`config.mk`:
```
export PLATFORM = sky130hd
export DESIGN_NAME = fetch_unit
export DESIGN_NICKNAME = d
export VERILOG_FILES = /design/src/rtl/fetch_pkg.sv /design/src/rtl/fetch_unit_next_pc_calc.sv /design/src/rtl/fetch_unit.sv
export SDC_FILE = /design/constraint.sdc
export NUM_CORES = 1
export LEC_CHECK = 0
export ABC_AREA = 1
export CORE_ASPECT_RATIO = 1.4
export CORE_UTILIZATION = 50
export DETAILED_ROUTE_END_ITERATION = 12
export PLACE_DENSITY = 0.82
export SLEW_MARGIN = 20
export SYNTH_ARGS = -nofsm -noshare
export SYNTH_HDL_FRONTEND = slang
export SYNTH_HIERARCHICAL = 1
export SYNTH_SLANG_ARGS = --single-unit
```
`constraint.sdc`:
```
create_clock -name clk -period 2.74 [get_ports clk]
set_input_delay 0.685 -clock clk [delete_from_list [all_inputs] [get_ports clk]]
set_output_delay 0.685 -clock clk [all_outputs]
set_load 0.01 [all_outputs]
```
`src/rtl/fetch_pkg.sv`:
```
// Shared definitions for the instruction fetch stage and the decoder that consumes its output.
package fetch_pkg;

   // Fetch sequencer states, shared so a later pipelined core can reuse the encoding.
   typedef enum logic [2:0] {
      IDLE = 3'd0,
      REQ  = 3'd1,
      WAIT = 3'd2,
      HOLD = 3'd3,
      HALT = 3'd4
   } fetch_state_t;

   // addi x0, x0, 0 -- shown to decode before the first real fetch completes.
   localparam logic [31:0] NOP_INSTR = 32'h0000_0013;

   // Boot address used when the top-level does not override it.
   localparam logic [31:0] DEFAULT_RESET_PC = 32'h0000_0000;

   // Major opcodes the decoder reads from instr[6:0].
   localparam logic [6:0] OPC_LOAD   = 7'b0000011;
   localparam logic [6:0] OPC_STORE  = 7'b0100011;
   localparam logic [6:0] OPC_RTYPE  = 7'b0110011;
   localparam logic [6:0] OPC_BRANCH = 7'b1100011;

   // Instruction addresses must be word aligned; only the two low bits matter.
   function automatic logic is_word_aligned(input logic [1:0] low_bits);
      return (low_bits == 2'b00);
   endfunction

endpackage

```
`src/rtl/fetch_unit_next_pc_calc.sv`:
```
// Next-PC arithmetic: sequential or PC-relative target, plus alignment check.
module next_pc_calc
   import fetch_pkg::*;
#(
   parameter int XLEN = 32
) (
   input  logic [XLEN-1:0] pc,
   input  logic [XLEN-1:0] imm_ext,
   input  logic            PCSrc,
   output logic [XLEN-1:0] next_pc,
   output logic            misaligned
);

   // Select the target and flag any address that is not word aligned; sums wrap silently.
   always_comb begin
      next_pc    = pc + XLEN'(4);
      misaligned = 1'b0;
      if (PCSrc) begin
         next_pc = pc + imm_ext;
      end
      misaligned = !is_word_aligned(next_pc[1:0]);
   end

endmodule

```
`src/rtl/fetch_unit.sv`:
```
// Instruction fetch stage: owns the PC, fetches over a valid/ready request and
// valid response, holds the instruction for execution until it retires.
module fetch_unit
   import fetch_pkg::*;
#(
   parameter int              XLEN     = 32,
   parameter logic [XLEN-1:0] RESET_PC = XLEN'(DEFAULT_RESET_PC)
) (
   input  logic            clk,
   input  logic            rst,
   output logic            imem_req_valid,
   input  logic            imem_req_ready,
   output logic [XLEN-1:0] imem_addr,
   input  logic            imem_rsp_valid,
   input  logic [XLEN-1:0] imem_rsp_data,
   output logic [XLEN-1:0] instr,
   output logic            instr_valid,
   output logic [XLEN-1:0] pc,
   output logic [XLEN-1:0] pc_plus4,
   input  logic            retire,
   input  logic            PCSrc,
   input  logic [XLEN-1:0] imm_ext,
   output logic            fetch_fault
);

   fetch_state_t    state;
   fetch_state_t    state_next;
   logic [XLEN-1:0] next_pc;
   logic            next_misaligned;
   logic            capture_rsp;
   logic            retire_hold;

   next_pc_calc #(
      .XLEN (XLEN)
   ) u_next_pc_calc (
      .pc         (pc),
      .imm_ext    (imm_ext),
      .PCSrc      (PCSrc),
      .next_pc    (next_pc),
      .misaligned (next_misaligned)
   );

   // Responses only count while waiting and retires only while holding; anything else is stray.
   always_comb begin
      capture_rsp = (state == WAIT) && imem_rsp_valid;
      retire_hold = (state == HOLD) && retire;
   end

   // State register; reset drops any in-flight request so a late response lands in IDLE/REQ and is dropped.
   always_ff @(posedge clk or posedge rst) begin
      if (rst) begin
         state <= IDLE;
      end else begin
         state <= state_next;
      end
   end

   // Next-state logic and the state-decoded strobes.
   always_comb begin
      state_next     = state;
      imem_req_valid = 1'b0;
      instr_valid    = 1'b0;
      case (state)
         IDLE: begin
            state_next = REQ;
         end
         REQ: begin
            imem_req_valid = 1'b1;
            if (imem_req_ready) begin
               state_next = WAIT;
            end
         end
         WAIT: begin
            if (imem_rsp_valid) begin
               state_next = HOLD;
            end
         end
         HOLD: begin
            instr_valid = 1'b1;
            if (retire) begin
               state_next = next_misaligned ? HALT : REQ;
            end
         end
         HALT: begin
            state_next = HALT;
         end
         default: begin
            state_next = IDLE;
         end
      endcase
   end

   // Architectural registers: PC moves only on a good retire, instr only on a captured response,
   // and a misaligned target freezes the PC and latches the sticky fault.
   always_ff @(posedge clk or posedge rst) begin
      if (rst) begin
         pc          <= RESET_PC;
         instr       <= XLEN'(NOP_INSTR);
         fetch_fault <= 1'b0;
      end else begin
         if (capture_rsp) begin
            instr <= imem_rsp_data;
         end
         if (retire_hold) begin
            if (next_misaligned) begin
               fetch_fault <= 1'b1;
            end else begin
               pc <= next_pc;
            end
         end
      end
   end

   // The request address is the PC itself, so it stays stable under backpressure.
   always_comb begin
      imem_addr = pc;
      pc_plus4  = pc + XLEN'(4);
   end

endmodule

```
# Word-level counts from Yosys, hierarchy flattened
# Cells that the tools add are included.
[word_totals]
elab_cells = 29
reg_bits = 68
out_inout_bits = 131
inputBits = 70
[classes]
n_bitwise = 1
muxes = 8
reduce_logical = 7
eq_ne = 7
add_sub_neg = 2
[op_table]
columns = ["cell", "n"]
rows = [
  ["$add 32x3->32 const B", 1],
  ["$add 32x32->32", 1],
  ["$mux 32", 1],
  ["$pmux 3 s5", 1],
  ["$mux 3", 4],
  ["$eq 3x2->1 const B", 2],
  ["$ne 2x2->1 const B", 3],
  ["$reduce_and 2->1", 2],
  ["$eq 3x1->1 const B", 1],
  ["$eq 3x3->1 const B", 1],
  ["$logic_not 3->1", 1],
  ["$reduce_and 3->1", 1],
  ["$logic_and 1x1->1", 2],
  ["$logic_not 2->1", 1],
  ["$mux 1", 2],
  ["$not 1->1", 1],
]

# Depth between registers and ports, before layout
# Gate-level depths: netlist of run 1.
[logic_depth]
word_depth = 6
mapped_depth = 14
ltp_nobuf = 14

# Modules after synthesis
# Netlist of run 1, hierarchy kept.
[modules_own_cells]
columns = ["mod", "seq_area_each_um2", "instances", "cells_per_inst", "area_per_inst_um2"]
rows = [
  ["fetch_unit", 1705.4, 1, 520, 3951.3],
  ["next_pc_calc", 0.0, 1, 728, 3498.4],
]

# Worst setup path after synthesis of run 1
# Ideal clock, no wire load.
[synth_path]
path_type = "input -> register"
startpoint = "in imm_ext[0]"
endpoint = "reg pc[20], in the netlist imem_addr[20]"
t_arrival_ns = 2.171
cell_stages = 13
setup_time_ns = 0.074
slack_ns = 0.495
path_cell_list = "ha_1 > fa_1 > nand3_1 > nand3_1 > nand3_1 > nand3_1 > nand3_1 > nand2_1 > nand2_1 > nand3_1 > nand2_1 > inv_1 > o21ai_2"
[synth_via]
elab_cells_between_ends = 4
cone_classes = "add/sub: 1; mux: 1; reduce/logical: 2"
[synth_lines]
columns = ["element", "line", "rtl"]
rows = [
  ["start, declared", "fetch_unit.sv:22", "input logic [XLEN-1:0] imm_ext,"],
  ["$add 32x32->32", "fetch_unit_next_pc_calc.sv:19", "next_pc = pc + imm_ext;"],
  ["$mux 32", "fetch_unit_next_pc_calc.sv:18", "if (PCSrc) begin"],
  ["named net next_pc[20]", "fetch_unit.sv:28", "logic [XLEN-1:0] next_pc;"],
  ["end signal, assigned", "fetch_unit.sv:108", "pc <= next_pc;"],
  ["end, declared", "fetch_unit.sv:18", "output logic [XLEN-1:0] pc,"],
]
# The timed path passes the listed nets, and every way through them passes these cells.
# A chain may end at the register's enable or synchronous reset.

# Worst setup path in the final report of run 1
[layout_path]
startpoint = "reg pc[9], in the netlist imem_addr[9]"
endpoint = "out pc_plus4[24]"
[layout_via]
elab_chain_cells = 1
[layout_lines]
columns = ["element", "line", "rtl"]
rows = [
  ["$add 32x3->32", "fetch_unit.sv:117", "pc_plus4 = pc + XLEN'(4);"],
  ["end, declared", "fetch_unit.sv:19", "output logic [XLEN-1:0] pc_plus4,"],
]
# No other way between the ends.

==> results of run 1 <==
[where the power goes]
group | internal (mW) | leakage (nW) | total [mW] | switching (mW)
sequential | 1.50 | 0.834 | 2.05 | 0.555
combinational | 3.62 | 4.43 | 7.95 | 4.34
clock | 0.721 | 0.149 | 1.21 | 0.492
[per-stage QoR]
stage	instance area (um2)	power, mW	utilization (%)
floorplan	7450	6.31	-
global placement	9880	9.67	68.1
detailed placement	9880	9.79	68.1
CTS	10300	11.1	71.1
global route	10400	12.0	72.0
finish	10400	11.2	72.0
[state kept, by name, indices dropped and copies added (netlist names)]
signal,cells
imem_addr,32
fetch_fault,1
instr,32
state,3
[path summary, 6_finish.rpt]
kind / from / end
min in group asynchronous: rst / instr[25]$_DFFE_PP0P_
max reg2reg: imem_addr[2]$_DFFE_PP0P_ / imem_addr[19]$_DFFE_PP0P_
max in group asynchronous: rst / instr[1]$_DFFE_PP1P_
min reg2reg: fetch_fault$_DFFE_PP0P_ / fetch_fault$_DFFE_PP0P_
max: imem_addr[9]$_DFFE_PP0P_ / pc_plus4[24]
min: fetch_fault$_DFFE_PP0P_ / fetch_fault$_DFFE_PP0P_
[worst register-to-register path: stages (launching register included)]
cell and delay (ns):
dfrtp_1 0.42, buf_6 0.14, buf_4 0.17, ha_1 0.38
nor2_1 0.06, a21oi_1 0.19, nand3_1 0.11, nand3_1 0.23
nand2_1 0.12, nand3b_1 0.11, nand3_1 0.19, nand2_1 0.11
inv_1 0.05, o21ai_2 0.12
[cell families (layout without fill, tap and decap cells)]
family | Yosys count | count (layout)
AO/OA/AOI/OAI | 134 | 134
XOR/XNOR | 39 | 39
adder cells (fa/ha/maj) | 34 | 34
buffers and inverters | 275 | 525
flip-flops | 68 | 68
multiplexers | 1 | 1
AND/OR/NAND/NOR | 697 | 697
[per-layer routing]
metal	vias up	track usage (%)
met5	-	0
met4	0	22.3
met3	108	4.82
met2	395	59.5
met1	3899	33.8
li1	4304	-
[final cells by class]
type | instances | area (um2)
well taps | 189 | 236
repair buffers | 286 | 2690
flip-flops and latches | 68 | 1730
multi-input cells | 905 | 4650
fillers | 1221 | 4060
inverters | 223 | 837
clock inverters | 7 | 83.8
clock buffers | 9 | 225
[placed cells by master, fill, tap and decap left out, types with 2 or more instances in the layout]
master             n
nor3_4             3
clkinv_4           2
inv_2              4
xor2_1            24
buf_4             80
dfstp_2            3
clkbuf_16          9
nand3_2            3
o21bai_1           5
dfrtp_2           16
buf_6              3
dfrtp_1           49
nand3b_1          11
dlygate4sd2_1     13
nor3_1             9
ha_1              32
nand2_2           11
inv_6              2
nand3_1           66
nand2_1          454
nor2_4            10
clkdlybuf4s50_1  182
nor3_2             4
nand4_1            9
dlymetal6s2s_1     5
o21ai_2           32
a21oi_1           34
nor2_2            17
nor2_1            95
buf_12             3
o21ai_1           12
o22ai_1            2
xnor2_1           15
o21ai_0           43
inv_1            219
[repair_timing]
item                       CTS  global route
hold endpoints to repair     0             0
pin swaps                    3             6
setup endpoints to repair   24            16
gates cloned                 0             0
gates resized for setup     44            27
buffers inserted             7             8
==> metrics, run 1 <==
met1 wire length=9150 um; Worst R2R Path Depth=13; synth cell count leaders=nand2_1, inv_1, nor2_1, nand3_1, dfrtp_1; clock skew=0.00861 ns; Post-synth EDFFs=0; IO buf count=200; XOR/XNOR Fraction of Synth Area=4.59%; cell total after placement=1656; Crit path depth=7; 1st-iter DRT viols=560; total CTS buffers=9; Rows=52; top_reg_cell synth=dfrtp_1; Clock Pin Slew Worst Setup and Hold Paths=0.06 ns; failing checks=setup timing; combinational family with the most area after synthesis=simple AND/OR/NAND/NOR gates; DRC=0; hold slack=0.477 ns; WL/cell=14.8 um; Sink Count=68; Arrival @ worst endpoint=2.11 ns; final worst slack=-0.0533 ns; period utilisation layout=102%; max-cap viol count=0; Netlist Area Pre-Place=7450 um2; Hold Path Class=flip-flop to flip-flop; initial antenna violation count=0; met3 WL=1430 um; Seq/Total Area, Yosys=22.9%; final setup violation count=2; top-area cell type share of the netlist area=23.2%; pre-CTS setup slack=-0.147 ns; top-count cell post-synth=nand2_1; Slew headroom=65.6%; RePlAce Congestion=1.00; Worst-Skew Late Latency=0.34 ns; synthesis warning total=6; status=complete, but fails checks; CP peak stage delay=0.56 ns; final wirelength=25000 um; RSZ-0062 raised after global routing=yes; leading area contributor after synthesis=nand2_1; Peak VDD IR=0.000624 V; Area Growth Syn to Fin=40.2%; Synth async-reset ratio=100%; global-route wire length before repair=39500 um; final setup TNS=-0.0737 ns; die width=105 um; CTS Hold Bufs=0; die area=15400 um2; # IOs=201; CP Max Fanout=6; remaining antenna violation count=0; post-detail-place hpwl=19700 um; WHS Path Cells=2; r2r setup slk=0.28 ns; starting density of the core=51.3%; Startpoint Class=flip-flop; Vias=8706; Cell variety after synth=42; core outline area=14500 um2; fraction of layout instances using a drive strength above 1=13.9%; final std cells w/o fill=1687; kind of critical path=flip-flop to primary output; LEAKAGE=5.41 nW; CP required=2.06 ns; min cycle time layout=2.79 ns; CTS tree=yes; Critical-path top delay cell=clkdlybuf4s50_1; Fin. Hold Viols=0; simple-gate portion of the synthesized area=39.3%; First-pass DRT Iterations=6; Critical Path Sink Type=primary output; P per Cell Area=1070 nW/um2; crit-path most repeated cell=nand2_1; clock buffer depth=2; WL met2=12700 um; Fmax=358 MHz; #FFs+latches synth=68; multiplexer area fraction after synthesis=0.134%; worst-path cell chain=nand2_1 -> nor2_2 -> nand2_1 -> nor2_1 -> nand3_1 -> nand2_1 -> clkdlybuf4s50_1; Synth Area in Compound Gates=11.0%; Inserted Diodes=0; synth top area cells=nand2_1, dfrtp_1, inv_1; Mapped Cells=1248; Max H-tree Level=3; Slew @ Worst Pin=0.516 ns; Nets=1597; uppermost layer routed=met4; critical path's top delay family=simple AND/OR/NAND/NOR gates; Mapped Avg Cell Area=5.97 um2; syn_nets=1352; adder-cell area share of the yosys netlist=5.81%; CP bufs+invs=1; final slew viol count=0; GRT Overall Usage=32.5%; largest net degree at the start of global routing=65; Vias/cell=5.16; vias in the first global route=8387; Root Buffer=clkbuf_16; die height=146 um; total grt overflow=0
(Power assumes the default switching activity.)
==> run 2: changes to the inputs <==
==> constraint.sdc (replaced) <==
create_clock -name clk -period 2.74 [get_ports clk]
set_input_delay 0.822 -clock clk [delete_from_list [all_inputs] [get_ports clk]]
set_output_delay 0.822 -clock clk [all_outputs]
set_load 0.01 [all_outputs]
==> run 2 against run 1 <==
The run still ends with setup timing left. Final cell count up 1.7%. Critical path depth is 1 higher. Critical path type unchanged. Power grew 3.4%. Largest cell class unchanged. Combinational power up 5.2%.
==> metrics, run 2 (synthesis gave the netlist of run 1 again) <==
CTS tree=yes; Rows=52; 1st-iter DRT viols=611; DRC=0; Peak VDD IR=0.000653 V; final std cells w/o fill=1716; Slew @ Worst Pin=0.452 ns; starting density of the core=51.3%; largest net degree at the start of global routing=65; final worst slack=-0.109 ns; crit-path most repeated cell=buf_4; Slew headroom=69.9%; period utilisation layout=104%; area of the multi-input gates=4720 um2; IO buf count=200; Vias/cell=5.22; core outline area=14500 um2; RSZ-0062 raised after global routing=yes; hold slack=0.485 ns; final setup TNS=-0.181 ns; post-detail-place hpwl=20200 um; Clock Pin Slew Worst Setup and Hold Paths=0.07 ns; Critical-path top delay cell=dfrtp_1; total grt overflow=0; final slew viol count=0; clock skew=0.00777 ns; First-pass DRT Iterations=7; Vias=8949; total CTS buffers=9; Root Buffer=clkbuf_16; die area=15400 um2; Arrival @ worst endpoint=2.03 ns; GRT Overall Usage=33.1%; CTS Hold Bufs=0; fillers=1149; clock buffer depth=2; Worst-Skew Late Latency=0.34 ns; fin util=74.1%; Fin. Hold Viols=0; Hold Path Class=flip-flop to flip-flop; initial antenna violation count=0; Area Growth Syn to Fin=44.4%; CP peak stage delay=0.40 ns; Fmax=351 MHz; cell total after placement=1680; final setup violation count=4; remaining antenna violation count=0; fraction of layout instances using a drive strength above 1=16.8%; failing checks=setup timing; Max H-tree Level=3; Sink Count=68; # IOs=201; Critical Path Sink Type=primary output; vias in the first global route=8474; Inserted Diodes=0; P per Cell Area=1080 nW/um2; CP bufs+invs=3; final wirelength=26300 um; Startpoint Class=flip-flop; CP required=1.92 ns; worst-path cell chain=buf_4 -> nand2_2 -> nor2_4 -> buf_4 -> nand3b_1 -> o21ai_0 -> nand2_1 -> dlygate4sd2_1; register area=1730 um2; min cycle time layout=2.85 ns; LEAKAGE=5.65 nW; Nets=1626; commonest non-fill, non-tap cell in the layout=nand2_1; max-cap viol count=0; final total power=11.6 mW; WL/cell=15.3 um; status=complete, but fails checks; CP Max Fanout=3; die height=146 um; RePlAce Congestion=1.02; critical path's top delay family=buffers and inverters; most frequent cells in the layout=nand2_1, inv_1, clkdlybuf4s50_1; global-route wire length before repair=40000 um; kind of critical path=flip-flop to primary output; die width=105 um
run 2: cell count changes in the layout (fill, tap and decap cells not counted), moves of 3 or more:
cell             before  now
buf_2                 0    3
clkdlybuf4s50_1     182  173
clkdlybuf4s15_1       0    4
nor2_1               95   90
dlygate4sd2_1        13   10
nor2_2               17   21
buf_4                80  107
dlymetal6s2s_1        5    9
nand2_1             454  450
run 2: what timing repair did:
item	CTS	global route
cloned	0	0
endpoints found under the hold margin	0	0
setup buffers	3	17
gates resized for setup	47	67
endpoints found under the setup margin	25	51
pin swaps	3	13
run 2: power by group:
| group | internal, mW | total, mW | switching [mW] |
|---|---|---|---|
| registers | 1.50 | 2.01 | 0.516 |
| clock network | 0.721 | 1.22 | 0.503 |
| logic | 3.82 | 8.36 | 4.54 |
| total | 6.04 | 11.6 | 5.56 |
run 2: worst paths after layout:
path | startpoint | to | slack (ns) | depth (start not counted)
hold / removal | instr[31]$_DFFE_PP0P_ | instr[31]$_DFFE_PP0P_ | 0.48 | 2
setup reg to reg | imem_addr[3]$_DFFE_PP0P_ | imem_addr[19]$_DFFE_PP0P_ | 0.24 | 13
hold reg to reg | instr[31]$_DFFE_PP0P_ | instr[31]$_DFFE_PP0P_ | 0.48 | 2
setup / recovery | imem_addr[3]$_DFFE_PP0P_ | pc_plus4[19] | -0.11 | 8
min in group asynchronous | rst | instr[22]$_DFFE_PP0P_ | 0.80 | 2
max in group asynchronous | rst | instr[1]$_DFFE_PP1P_ | 1.33 | 3
run 2: metrics by stage:
stage	area, um2	setup slack [ns]
CTS	10500	-0.190
finish	10800	-0.109
detailed placement	10100	-0.190
global placement	10100	-0.150
floorplan	7450	0.211
global route	10800	-0.170
run 2: final cells by class:
class / instances / share of cell area, %
clock inverters: 7 / 0.768
inverters: 223 / 7.78
repair buffers: 315 / 27.2
flip-flops and latches: 68 / 16.0
well taps: 189 / 2.20
clock buffers: 9 / 2.09
multi-input cells: 905 / 43.9
run 2: worst min-delay path: stages (launching register included):
cell	delay, ns
dfrtp_1	0.34
nand2_1	0.05
o21ai_0	0.06
run 2: per-layer routing:
layer  up-vias  global-route usage (%)  part of all wire [%]
li1       4353                       -                     -
met1      4026                    33.6                    36
met2       450                    60.6                    50
met3       120                    4.73                   6.1
met4         0                    25.1                   7.9
met5         -                       0                     0
==> run 3: changes to the inputs <==
--- a/config.mk
+++ b/config.mk
@@ -7,9 +7,9 @@
 export LEC_CHECK = 0
 export ABC_AREA = 1
 export CORE_ASPECT_RATIO = 1.4
-export CORE_UTILIZATION = 50
+export CORE_UTILIZATION = 54
 export DETAILED_ROUTE_END_ITERATION = 12
-export PLACE_DENSITY = 0.82
+export PLACE_DENSITY = 0.88
 export SLEW_MARGIN = 20
 export SYNTH_ARGS = -nofsm -noshare
 export SYNTH_HDL_FRONTEND = slang
==> constraint.sdc (replaced) <==
create_clock -name clk -period 3.5 [get_ports clk]
set_input_delay 1.05 -clock clk [delete_from_list [all_inputs] [get_ports clk]]
set_output_delay 1.05 -clock clk [all_outputs]
set_load 0.01 [all_outputs]
==> run 3 against run 2 <==
Largest power group unchanged. First-iteration DRC count decreased by 0.65%. Routed wire length decreased by 2.5%. Sequential share of layout area increased by 1.2 points. Clock power decreased by 21%. The run now ends clean. Largest cell class unchanged.
==> metrics, run 3 (synthesis gave the netlist of run 1 again) <==
cell total after placement=1610; Hold Path Class=flip-flop to flip-flop; Vias/cell=5.33; kind of critical path=flip-flop to primary output; vias in the first global route=8386; LEAKAGE=5.04 nW; Sink Count=68; Vias=8667; crit path capture=pc_plus4[12]; total grt overflow=0; 1st-iter DRT viols=607; Slew @ Worst Pin=0.673 ns; max-cap viol count=0; starting density of the core=55.6%; RePlAce Congestion=0.972; final setup violation count=0; P per Cell Area=862 nW/um2; area of the multi-input gates=4530 um2; Slew headroom=55.1%; Peak VDD IR=0.000555 V; First-pass DRT Iterations=7; global-route wire length before repair=40300 um; Fmax=294 MHz; FF-to-FF End=imem_addr[15]$_DFFE_PP0P_; CTS tree=yes; CP Max Fanout=6; Startpoint Class=flip-flop; most frequent cells in the layout=nand2_1, inv_1, clkdlybuf4s50_1; Worst R2R Path Depth=12; clock skew=0.00701 ns; reg2reg start=imem_addr[14]$_DFFE_PP0P_; r2r setup slk=0.99 ns; remaining antenna violation count=0; CP required=2.45 ns; commonest non-fill, non-tap cell in the layout=nand2_1; DRC=0; initial antenna violation count=0; die width=101 um; Fin. Hold Viols=0; Root Buffer=clkbuf_16; WL/cell=15.8 um; Max H-tree Level=3; total CTS buffers=9; final wirelength=25600 um; register area=1710 um2; status=finished clean; Rows=50; Area Growth Syn to Fin=32.9%; period utilisation layout=97.3%; hold slack=0.471 ns; final slew viol count=0; setup bufs post-CTS=0; largest net degree at the start of global routing=40; Resize count post-CTS=0; RSZ-0062 raised after global routing=no; GRT Overall Usage=37.0%; post-detail-place hpwl=20000 um; Critical Path Start=imem_addr[6]$_DFFE_PP0P_; Arrival @ worst endpoint=2.35 ns; final setup TNS=0 ns; final instance area=9900 um2; fillers=1110; Nets=1543; Worst-Skew Late Latency=0.34 ns; Placed Instance Area=9580 um2; core outline area=13400 um2; Critical Path Sink Type=primary output; IO buf count=200; die area=14300 um2; # IOs=201; CTS Hold Bufs=0; min cycle time layout=3.40 ns; Clock Pin Slew Worst Setup and Hold Paths=0.06 ns; die height=141 um; clock buffer depth=2; final std cells w/o fill=1626; fraction of layout instances using a drive strength above 1=7.96%; Inserted Diodes=0
## run 3: cell count changes in the layout (fill, tap and decap cells not counted), sizes merged
| cell | delta |
|---|---|
| dlygate4sd2 | -10 |
| clkdlybuf4s15 | -4 |
| buf | -86 |
| clkbuf | -1 |
| clkdlybuf4s50 | +27 |
| dlymetal6s2s | -9 |
## run 3: where the power goes
part / internal (mW) / switching [mW] / leakage [nW]
registers: 1.15 / 0.543 / 0.851
clock network: 0.565 / 0.402 / 0.145
logic: 2.57 / 3.29 / 4.05
## run 3: metrics by stage
stage | util [%] | setup slack [ns] | power [mW]
3_3_place_gp | 71.6 | 0.243 | 7.28
6_report | 73.9 | 0.0954 | 8.53
5_1_grt | 73.9 | 0.0000442 | 9.14
3_5_place_dp | 71.6 | 0.154 | 7.41
4_1_cts | 73.9 | 0.0931 | 8.43
2_1_floorplan | - | 0.743 | 4.94
## run 3: critical path, stage by stage (launching register included)
cell             delay [ns]
dfrtp_1                0.50
nand2_1                0.15
nor2_1                 0.17
nand2_1                0.15
nor2_1                 0.24
xor2_1                 0.22
clkdlybuf4s50_1        0.57
## run 3: how the worst min path moves through the flow
stage	start	cells after the start	to	slack, ns
after floorplan	state[1]$_DFFE_PP0P_	1	state[2]$_DFFE_PP0P_	0.45
after global placement	fetch_fault$_DFFE_PP0P_	2	fetch_fault$_DFFE_PP0P_	0.45
after detailed placement	fetch_fault$_DFFE_PP0P_	2	fetch_fault$_DFFE_PP0P_	0.46
after CTS	fetch_fault$_DFFE_PP0P_	2	fetch_fault$_DFFE_PP0P_	0.48
after global routing	fetch_fault$_DFFE_PP0P_	2	fetch_fault$_DFFE_PP0P_	0.50
final	fetch_fault$_DFFE_PP0P_	2	fetch_fault$_DFFE_PP0P_	0.47
## run 3: layout make-up
cell class	count	share of cell area, %
Sequential cell	68	17.3
Clock inverter	7	0.834
Clock buffer	9	2.28
Timing Repair Buffer	232	23.1
Multi-Input combinational cell	905	45.8
Inverter	223	8.46
Tap cell	182	2.30
## run 3: layer usage
metal / up-vias / part of all wire, % / routed length [um] / global-route usage [%]
li1: 4193 / - / - / -
met1: 3902 / 35 / 9000 / 39.2
met2: 442 / 49 / 12500 / 63.2
met3: 130 / 7.8 / 1990 / 7.68
met4: 0 / 8.3 / 2130 / 28.5
met5: - / 0 / 0 / 0
==> patch (config.mk and constraints of run 3) <==
Re-encode `fetch_state_t` (5 states) as one-hot, 5 bits wide.
--- a/src/rtl/fetch_pkg.sv
+++ b/src/rtl/fetch_pkg.sv
@@ -4,8 +4,8 @@
    // Fetch sequencer states, shared so a later pipelined core can reuse the encoding.
-   typedef enum logic [2:0] {
-      IDLE = 3'd0,
-      REQ  = 3'd1,
-      WAIT = 3'd2,
-      HOLD = 3'd3,
-      HALT = 3'd4
+   typedef enum logic [4:0] {
+      IDLE = 5'b00001,
+      REQ  = 5'b00010,
+      WAIT = 5'b00100,
+      HOLD = 5'b01000,
+      HALT = 5'b10000
    } fetch_state_t;
Behaviour: no difference found for any inputs over 10 cycles, from zero or initial values and one cycle with rst high; not proved beyond that.
==> patch against run 3 <==
  * Wire length up 0.20%
  * Die area is 3.1% higher
  * Maximum frequency rose by 1.2%
  * Worst setup slack improved by 40 ps
  * Synthesized cell count increased by 1.4%
  * Design area up 1.6%
  * Sequential cell count up 2
  * Synthesized area rose by 3.1%
  * Critical path type unchanged
  * Highest routed layer unchanged
Power is not compared: it rests on default switching activity, and its combinational part moved more than twofold at a synthesized area within 25%.
==> patch: results <==
{
  "place_congestion": 1.03,
  "worstPathMaxFanout": 5,
  "wl_met1_um": 9150,
  "crit_type": "register to output pin",
  "crit_arrival_ps": 2310,
  "dr_wl_met3_um": 2420,
  "hp-start": "instr[1]$_DFFE_PP1P_",
  "synth_compound_area_share_pct": 8.05,
  "synthArstFlopShare_pct": 100,
  "clock_skew_ps": 10.0,
  "synth_area_leaders": "nand2_1 (24%), dfrtp_1 (21%), inv_1 (8.7%), ha_1 (5.4%), nor2_1 (5.3%)",
  "viasPerCell": 5.45,
  "routed-wl-met2_um": 12600,
  "grt_pass1_wl_um": 38600,
  "post-route-cell-area_um2": 10100,
  "hold_class": "register to register",
  "synth-adder-area-share_pct": 5.64,
  "drtIter0Drc": 910,
  "post-dp-hpwl_um": 20300,
  "grt_usage_pct": 34.2,
  "synth-main-ff-cell": "dfrtp_1",
  "final_layout_size_suffix_gt1_share_pct": 8.06,
  "max_slew_margin_pct": 33.0,
  "place_area_um2": 9750,
  "grt_max_degree": 71,
  "synth.distinct_cells": 44,
  "startpoint": "imem_addr[2]$_DFFE_PP0P_",
  "yosys-top-cells-count": "nand2_1 (493), inv_1 (179), nor2_1 (108)",
  "placed_cells": 1621,
  "postSynthAreaPerCell_um2": 6.07,
  "crit_family": "buffers and inverters",
  "status": "complete, no violations",
  "slowest_delay_ps": 570,
  "wl_um": 25700,
  "synth-seq-area-share_pct": 22.9,
  "yosys-mux-area-fraction_pct": 0.130,
  "n_fill_cell": 1196,
  "grt_pass1_vias": 8223,
  "r2r-start": "imem_addr[8]$_DFFE_PP0P_",
  "synth_xor_area_share_pct": 4.45,
  "drt_pre_antenna_iters": 6,
  "synth_nets": 1369,
  "port_buffers": 200,
  "vias": 8916
}
## patch: cell count changes in the layout (fill, tap and decap cells not counted), moves of 7 or more
cell | before | now
nand3_1 | 67 | 60
inv_1 | 219 | 178
nand4_1 | 9 | 47
o21ai_0 | 43 | 19
o21ai_2 | 32 | 23
nand2_1 | 460 | 493
nand3b_1 | 11 | 19
## patch: worst paths after layout
check                                                 end  slack, ps  depth (start not counted)
worst max-delay path                         pc_plus4[18]        140                          7
worst min-delay path                 instr[1]$_DFFE_PP1P_        470                          2
worst max register to register  imem_addr[27]$_DFFE_PP0P_       1010                         13
worst min register to register       instr[1]$_DFFE_PP1P_        470                          2
max in group asynchronous            state[0]$_DFFE_PP1P_       2050                          3
min in group asynchronous            instr[7]$_DFFE_PP0P_       1140                          3
## patch: cells by family (layout without fill, tap and decap cells)
family / Yosys count / after routing
xor+xnor: 39 / 39
simple gates: 777 / 777
compound gates: 100 / 100
mux: 1 / 1
fa+ha+maj: 34 / 34
flops: 70 / 70
buf+inv: 244 / 431
## patch: per-layer routing
layer	vias to the layer above	GRT usage, %
met3	123	6.31
met5	-	0
met1	3985	36.8
met4	0	21.5
met2	522	60.5
li1	4286	-
## patch: metrics by stage
step                      worst slack (ps)  power (µW)  hold WS, ps
after floorplan                        688        2620          478
after global placement                 277        3690          459
after detailed placement               178        3770          467
after CTS                             72.0        4710          478
after global routing                  3.61        5020          497
final                                  136        4720          474
## patch: final cells by class
type,count,area share [%]
clock buffer,10,2.38
clock inverter,6,0.684
inverter,184,6.89
multi-input combinational,951,47.8
sequential,70,17.5
tap,185,2.30
timing repair buffer,231,22.5
## patch: power breakdown
group          internal, µW  leakage [µW]  switching [µW]  total, µW
Clock                   575      0.000149             358        934
Sequential             1090      0.000925             215       1300
Combinational          1170       0.00404            1310       2480
Total                  2840       0.00511            1890       4720
## patch: timing repair
action	CTS	global route
hold endpoints to repair	0	0
endpoints found under the setup margin	0	3
gates resized for setup	0	2
## patch: worst register-to-register path: stages (launching register included)
cell and delay [ps]:
dfrtp_1 460, buf_4 220, ha_1 380, nand2_1 140
nor2_1 210, nand3_1 100, nand3_1 250, nand2_1 120
nand2_1 80, nand2_1 50, nand3_1 120, nand2_1 90
nand4_1 90, nand2_1 60
